`src/rtl/muladd_pkg.sv`:
```
// Shared defaults and helpers for the pipelined multiply-add that rebuilds
// a dividend from a divider's quotient/remainder.
package muladd_pkg;

  localparam int unsigned DEF_DIVIDEND = 4;
  localparam int unsigned DEF_DIVISOR  = 2;
  localparam int unsigned FLAG_W       = 32;

  // A (divisor, remainder) pair that no divider could have produced.
  function automatic logic is_rem_invalid(input logic [FLAG_W-1:0] divisor,
                                          input logic [FLAG_W-1:0] remainder);
    return (divisor == '0) || (remainder >= divisor);
  endfunction

endpackage

```
`src/rtl/muladd_stage.sv`:
```
// One partial-product stage: adds divisor<<BIT when quotient bit BIT is set,
// forwarding everything else; holds while advance is low.
module muladd_stage #(
  parameter int unsigned DIVIDEND = 4,
  parameter int unsigned DIVISOR  = 2,
  parameter int unsigned BIT      = 0
) (
  input  logic                          clock,
  input  logic                          reset_n,
  input  logic                          advance,
  input  logic                          prev_valid,
  input  logic [DIVIDEND+DIVISOR-1:0]   prev_acc,
  input  logic [DIVIDEND-1:0]           prev_qbits,
  input  logic [DIVISOR-1:0]            prev_divisor,
  input  logic                          prev_rem_invalid,
  output logic                          valid,
  output logic [DIVIDEND+DIVISOR-1:0]   acc,
  output logic [DIVIDEND-1:0]           qbits,
  output logic [DIVISOR-1:0]            divisor,
  output logic                          rem_invalid
);

  localparam int unsigned ACC_W = DIVIDEND + DIVISOR;

  logic [ACC_W-1:0] addend_c;

  // Partial product for this stage's quotient bit.
  always_comb begin
    addend_c = '0;
    if (prev_qbits[BIT]) begin
      addend_c = ACC_W'(prev_divisor) << BIT;
    end
  end

  always_ff @(posedge clock or negedge reset_n) begin
    if (!reset_n) begin
      valid       <= 1'b0;
      acc         <= '0;
      qbits       <= '0;
      divisor     <= '0;
      rem_invalid <= 1'b0;
    end else if (advance) begin
      valid       <= prev_valid;
      acc         <= prev_acc + addend_c;
      qbits       <= prev_qbits;
      divisor     <= prev_divisor;
      rem_invalid <= prev_rem_invalid;
    end
  end

endmodule

```
`src/rtl/pipelined_muladd.sv`:
```
// Streaming dividend = quotient*divisor + remainder, one register stage per
// quotient bit, with a single global advance for backpressure.
module pipelined_muladd
  import muladd_pkg::*;
#(
  parameter int unsigned DIVIDEND = DEF_DIVIDEND,
  parameter int unsigned DIVISOR  = DEF_DIVISOR
) (
  input  logic                clock,
  input  logic                reset_n,
  input  logic                in_valid,
  output logic                in_ready,
  input  logic [DIVIDEND-1:0] quotient,
  input  logic [DIVISOR-1:0]  divisor,
  input  logic [DIVISOR-1:0]  remainder,
  output logic                out_valid,
  input  logic                out_ready,
  output logic [DIVIDEND-1:0] dividend,
  output logic                overflow,
  output logic                rem_invalid
);

  // Wide enough for the largest q*d+r, so no stage ever truncates.
  localparam int unsigned ACC_W = DIVIDEND + DIVISOR;

  typedef struct packed {
    logic                valid;
    logic [ACC_W-1:0]    acc;
    logic [DIVIDEND-1:0] qbits;
    logic [DIVISOR-1:0]  divisor;
    logic                rem_invalid;
  } stage_t;

  // pipe[0] is the input view; pipe[k] is the output of register stage k.
  stage_t pipe [DIVIDEND+1];
  logic   advance;

  assign advance  = !pipe[DIVIDEND].valid || out_ready;
  assign in_ready = advance;

  assign pipe[0] = {in_valid, ACC_W'(remainder), quotient, divisor,
                    is_rem_invalid(FLAG_W'(divisor), FLAG_W'(remainder))};

  for (genvar i = 0; i < DIVIDEND; i++) begin : g_stage
    logic                valid;
    logic [ACC_W-1:0]    acc;
    logic [DIVIDEND-1:0] qbits;
    logic [DIVISOR-1:0]  dvsr;
    logic                rinv;

    muladd_stage #(
      .DIVIDEND (DIVIDEND),
      .DIVISOR  (DIVISOR),
      .BIT      (i)
    ) u_stage (
      .clock            (clock),
      .reset_n          (reset_n),
      .advance          (advance),
      .prev_valid       (pipe[i].valid),
      .prev_acc         (pipe[i].acc),
      .prev_qbits       (pipe[i].qbits),
      .prev_divisor     (pipe[i].divisor),
      .prev_rem_invalid (pipe[i].rem_invalid),
      .valid            (valid),
      .acc              (acc),
      .qbits            (qbits),
      .divisor          (dvsr),
      .rem_invalid      (rinv)
    );

    assign pipe[i+1] = {valid, acc, qbits, dvsr, rinv};
  end

  assign out_valid   = pipe[DIVIDEND].valid;
  assign dividend    = pipe[DIVIDEND].acc[DIVIDEND-1:0];
  assign overflow    = |pipe[DIVIDEND].acc[ACC_W-1:DIVIDEND];
  assign rem_invalid = pipe[DIVIDEND].rem_invalid;

  // Operands carried to the last stage have no further consumer.
  logic unused_tail;
  assign unused_tail = ^{pipe[DIVIDEND].qbits, pipe[DIVIDEND].divisor};

endmodule

```
`config.mk`:
```
export PLATFORM = sky130hd
export DESIGN_NAME = pipelined_muladd
export DESIGN_NICKNAME = d
export VERILOG_FILES = /design/src/rtl/muladd_pkg.sv /design/src/rtl/muladd_stage.sv /design/src/rtl/pipelined_muladd.sv
export SDC_FILE = /design/constraint.sdc
export NUM_CORES = 1
export LEC_CHECK = 0
export ABC_CLOCK_PERIOD_IN_PS = 2100
export CAP_MARGIN = 10
export CELL_PAD_IN_SITES_DETAIL_PLACEMENT = 0
export CELL_PAD_IN_SITES_GLOBAL_PLACEMENT = 2
export CORE_ASPECT_RATIO = 0.75
export CORE_UTILIZATION = 35
export CTS_CLUSTER_DIAMETER = 200
export DETAILED_ROUTE_END_ITERATION = 6
export PLACE_DENSITY_LB_ADDON = 0.1
export SETUP_SLACK_MARGIN = 0.05
export SKIP_LAST_GASP = 1
export SYNTH_ARGS = -nofsm -noshare
export SYNTH_HDL_FRONTEND = slang
export SYNTH_SLANG_ARGS = --single-unit
```
`constraint.sdc`:
```
create_clock -name clock -period 2.1 [get_ports clock]
set_input_delay 0.525 -clock clock [delete_from_list [all_inputs] [get_ports clock]]
set_output_delay 0.525 -clock clock [all_outputs]
set_load 0.05 [all_outputs]
```
==> run summary <==
During I/O placement, the number of pins put on the boundary was 20. The post-detailed-route DRC marker count is 0. The count of synthesis-stage warnings from yosys is 0. The cell count of the worst reg-to-reg path came out at 4. The number of max-slew violations in the final report was 0.

The number of cells after detailed placement came out at 188. The number of rows in the core area is 22. The via count of the first global-routing pass was roughly 950.

The fmax came out at 0.5025 GHz. The via-per-instance ratio is 4.464. The number of distinct library cells after synthesis is 14. The mean cell area of the mapped netlist is 16.50 um^2.

The die outline area came out at 5530 um^2. Subtracting the final worst setup slack from the clock period gives 1.990 ns. TritonCTS created 5 clock buffers.

The cell at the root of the clock tree is sky130_fd_sc_hd__clkbuf_8. In this run the worst hold path is classified as input pin to asynchronous set/reset pin. The worst endpoint required time is 1.57 ns. Walking the worst path, the cells encountered are clkdlybuf4s50_1. The hold violation total from the final report is 0.

TritonCTS built the clock tree. The number of H-tree branching levels is 2. For this run, the detailed router's first-pass iteration total came to 4. The count of input and output buffers is 19. For this design, the sink count on the clock tree is 38. The endpoint kind of the worst setup timing path is an output port.

The overall power is 3193 uW. The post-synthesis sequential area ratio is 51.91%. When the netlist entered floorplanning its net count stood at between 100 and 150.

On the critical path, the stage with the largest delay is an instance of sky130_fd_sc_hd__clkdlybuf4s50_1. The number of buffers on the longest clock path came out at 2. Adding up every negative setup slack in the final design gives 0 ns.

Setup violations remaining at the end of the flow were counted as 0. Prior to clock tree synthesis, the placed netlist has a worst setup slack of -0.007973 ns. The kind of cell with the highest combined delay on the critical path is buffers and inverters. After clock tree synthesis, the clock-pin slew on the worst setup and hold paths is 0.08 ns.

The flow ran to the end, and the final reports show no timing, DRC or antenna violations. The worst-margin pin slew came out at 0.4989 ns. After layout, the worst path uses 94.77% of the clock period.

The peak per-stage delay on the critical path is roughly 0.81 ns. The worst setup path is launched from a flip-flop. The count of maximum capacitance violations is 0. The final worst setup slack came out at 0.1099 ns. The later-pin clock latency in the skew report came out at about 0.3 ns. Cells fill 44.09% of the core in the end.

Yosys attributes the largest share of cell area to sky130_fd_sc_hd__dfrtp_1, sky130_fd_sc_hd__mux2_4, sky130_fd_sc_hd__fa_1. The maximum number of pins on one net before global-route repair is 39. The combined global-route utilization of all metal layers is 12.34%.

The hold buffer count at cts is 0. The critical path data arrival time came out at 1.47 ns. Once the floorplan was initialized, standard cells occupied between 30% and 40% of the core.

0 antenna diodes ended up in the layout. The number of antenna violations at the first check in global routing was 0. The sum of net half-perimeters after detailed placement came out at 1858 um. The total number of cells along the worst setup path is 1. Setup repair after global routing left no endpoint under its margin. The kind of critical path is flip-flop to output port.

The count of nets left with antenna violations after detail routing is 0. In this run the worst path has a maximum fanout of 2. The total leakage power is 0.001088 uW. The synthesized design spends more area on one cell type than any other, namely sky130_fd_sc_hd__dfrtp_1.

The total grt overflow came out at 0. The number of post-CTS setup repair buffers came out at 0. The sum of buffers and inverters on the critical path came out at 1. Summing every instance area after synthesis gives 1832 um^2. The placeable core region came out at 4955 um^2. Routability-driven placement finished with a final weighted congestion of a little over 0.7. The detailed router's first-iteration violation count came out at 21.

The relative area change from synthesis to final layout is 19.26%. The first global-routing pass estimated just under 5000 um of wire. The worst pin sits at a relative slew slack of 66.69%.

The post-route netlist has between 40% and 50% of its cells at a drive strength greater than 1. Across the routed clock network, the largest skew measured is 0.009518 ns. The cell count after synthesis is 111. The power per standard cell area came out at between 1000 and 1500 nW/um^2. The die outline width came out at 85.54 um.

In the final design database the tool counted around 160 nets. Across the VDD grid, the largest voltage drop is 0.0005727 V. After detailed routing, the average wire length per cell comes to 14.32 um. The count of non-filler cells in the finished layout came out at 196. The via count of the routed design is between 800 and 900. Synthesis inferred 38 register bits. Wires add up to 2806 um. The share of Yosys cell area claimed by the top area cell type came out at 51.91%.

The die extent in y came out at about 65 um.
-- power breakdown --
part           internal (uW)  total [uW]  switching, uW  leakage (uW)
combinational            767        1350            584      0.000587
clock                    356         622            266     0.0000524
sequential              1040        1220            185      0.000448
-- cell usage after synthesis --
| master | n |
|---|---|
| sky130_fd_sc_hd__ha_1 | 6 |
| sky130_fd_sc_hd__inv_1 | 3 |
| sky130_fd_sc_hd__fa_1 | 4 |
| sky130_fd_sc_hd__nand2b_4 | 1 |
| sky130_fd_sc_hd__buf_4 | 4 |
| sky130_fd_sc_hd__o21ai_0 | 1 |
| sky130_fd_sc_hd__nand2b_1 | 1 |
| sky130_fd_sc_hd__buf_6 | 4 |
| sky130_fd_sc_hd__dfrtp_1 | 38 |
| sky130_fd_sc_hd__and2_1 | 8 |
| sky130_fd_sc_hd__nor2_1 | 3 |
| sky130_fd_sc_hd__mux2_4 | 36 |
| sky130_fd_sc_hd__a31oi_1 | 1 |
| sky130_fd_sc_hd__or2_2 | 1 |
-- flip-flops by register name (all words and copies together), names as in the netlist --
signal                       count
g_stage.u_stage.acc             18
g_stage.u_stage.rem_invalid      4
g_stage.u_stage.divisor          6
g_stage.u_stage.valid            4
g_stage.u_stage.qbits            6
-- what timing repair did --
| item | 4_1_cts | 5_1_grt |
|---|---|---|
| gates resized for setup | 1 | 1 |
| endpoints found under the hold margin | 0 | 0 |
| endpoints found under the setup margin | 1 | 1 |
-- cells by family (layout without fill, tap and decap cells) --
kind of cell             count (synthesis)  in the layout  share of synthesized area [%]
AO/OA/AOI/OAI                            2              2                         0.6147
adder cells (fa/ha/maj)                 10             10                          8.470
buffers and inverters                   11             36                          4.713
flip-flops                              38             38                          51.91
multiplexers                            36             36                          29.51
AND/OR/NAND/NOR                         14             14                          4.782
-- cell usage in the layout, fill, tap and decap left out, drive strengths merged --
cell / netlist / final
clkbuf: 0 / 7
buf: 8 / 11
nor2: 3 / 3
nand2b: 2 / 2
clkdlybuf4s50: 0 / 12
inv: 3 / 3
dlymetal6s2s: 0 / 1
mux2: 36 / 36
o21ai: 1 / 1
dlygate4sd2: 0 / 1
or2: 1 / 1
a31oi: 1 / 1
dfrtp: 38 / 38
fa: 4 / 4
ha: 6 / 6
and2: 8 / 8
bufinv: 0 / 1
-- layout make-up --
type | instances | area [um^2]
Timing Repair Buffer | 25 | 246.5
Sequential cell | 38 | 950.9
Clock buffer | 7 | 76.32
Tap cell | 60 | 75.07
Inverter | 3 | 11.26
Clock inverter | 1 | 30.03
Multi-Input combinational cell | 62 | 794.5
Fill cell | 448 | 2770
-- metal layers --
layer  share of wire (%)  routed length, um  track usage [%]  vias up
met5                   0                  0                0        -
met4                 1.7                 48            5.000        0
met3                 5.0                141            5.732        5
met2                  39               1108            15.50       16
met1                  54               1509            17.85      436
li1                    -                  -                -      418
-- final timing paths --
path	from	slack, ns	to
worst max register to register	g_stage[1].u_stage.qbits[2]	0.52	g_stage[2].u_stage.acc[3]
min in group clock	g_stage[2].u_stage.valid	0.48	g_stage[3].u_stage.valid
worst min register to register	g_stage[2].u_stage.valid	0.48	g_stage[3].u_stage.valid
worst min-delay path	reset_n	0.26	g_stage[1].u_stage.rem_invalid
max in group asynchronous	reset_n	1.49	g_stage[0].u_stage.qbits[2]
worst max-delay path	g_stage[3].u_stage.acc[0]	0.11	dividend[0]
-- through the flow --
| step | area, um^2 | hold slack, ns |
|---|---|---|
| after CTS | 2182 | 0.2869 |
| after global placement | 2077 | 0.4531 |
| after global routing | 2185 | 0.3142 |
| after floorplan | 1832 | 0.2294 |
| after detailed placement | 2077 | 0.4656 |
| final | 2185 | 0.2616 |
No activity file was read; power rests on OpenSTA's default activity.
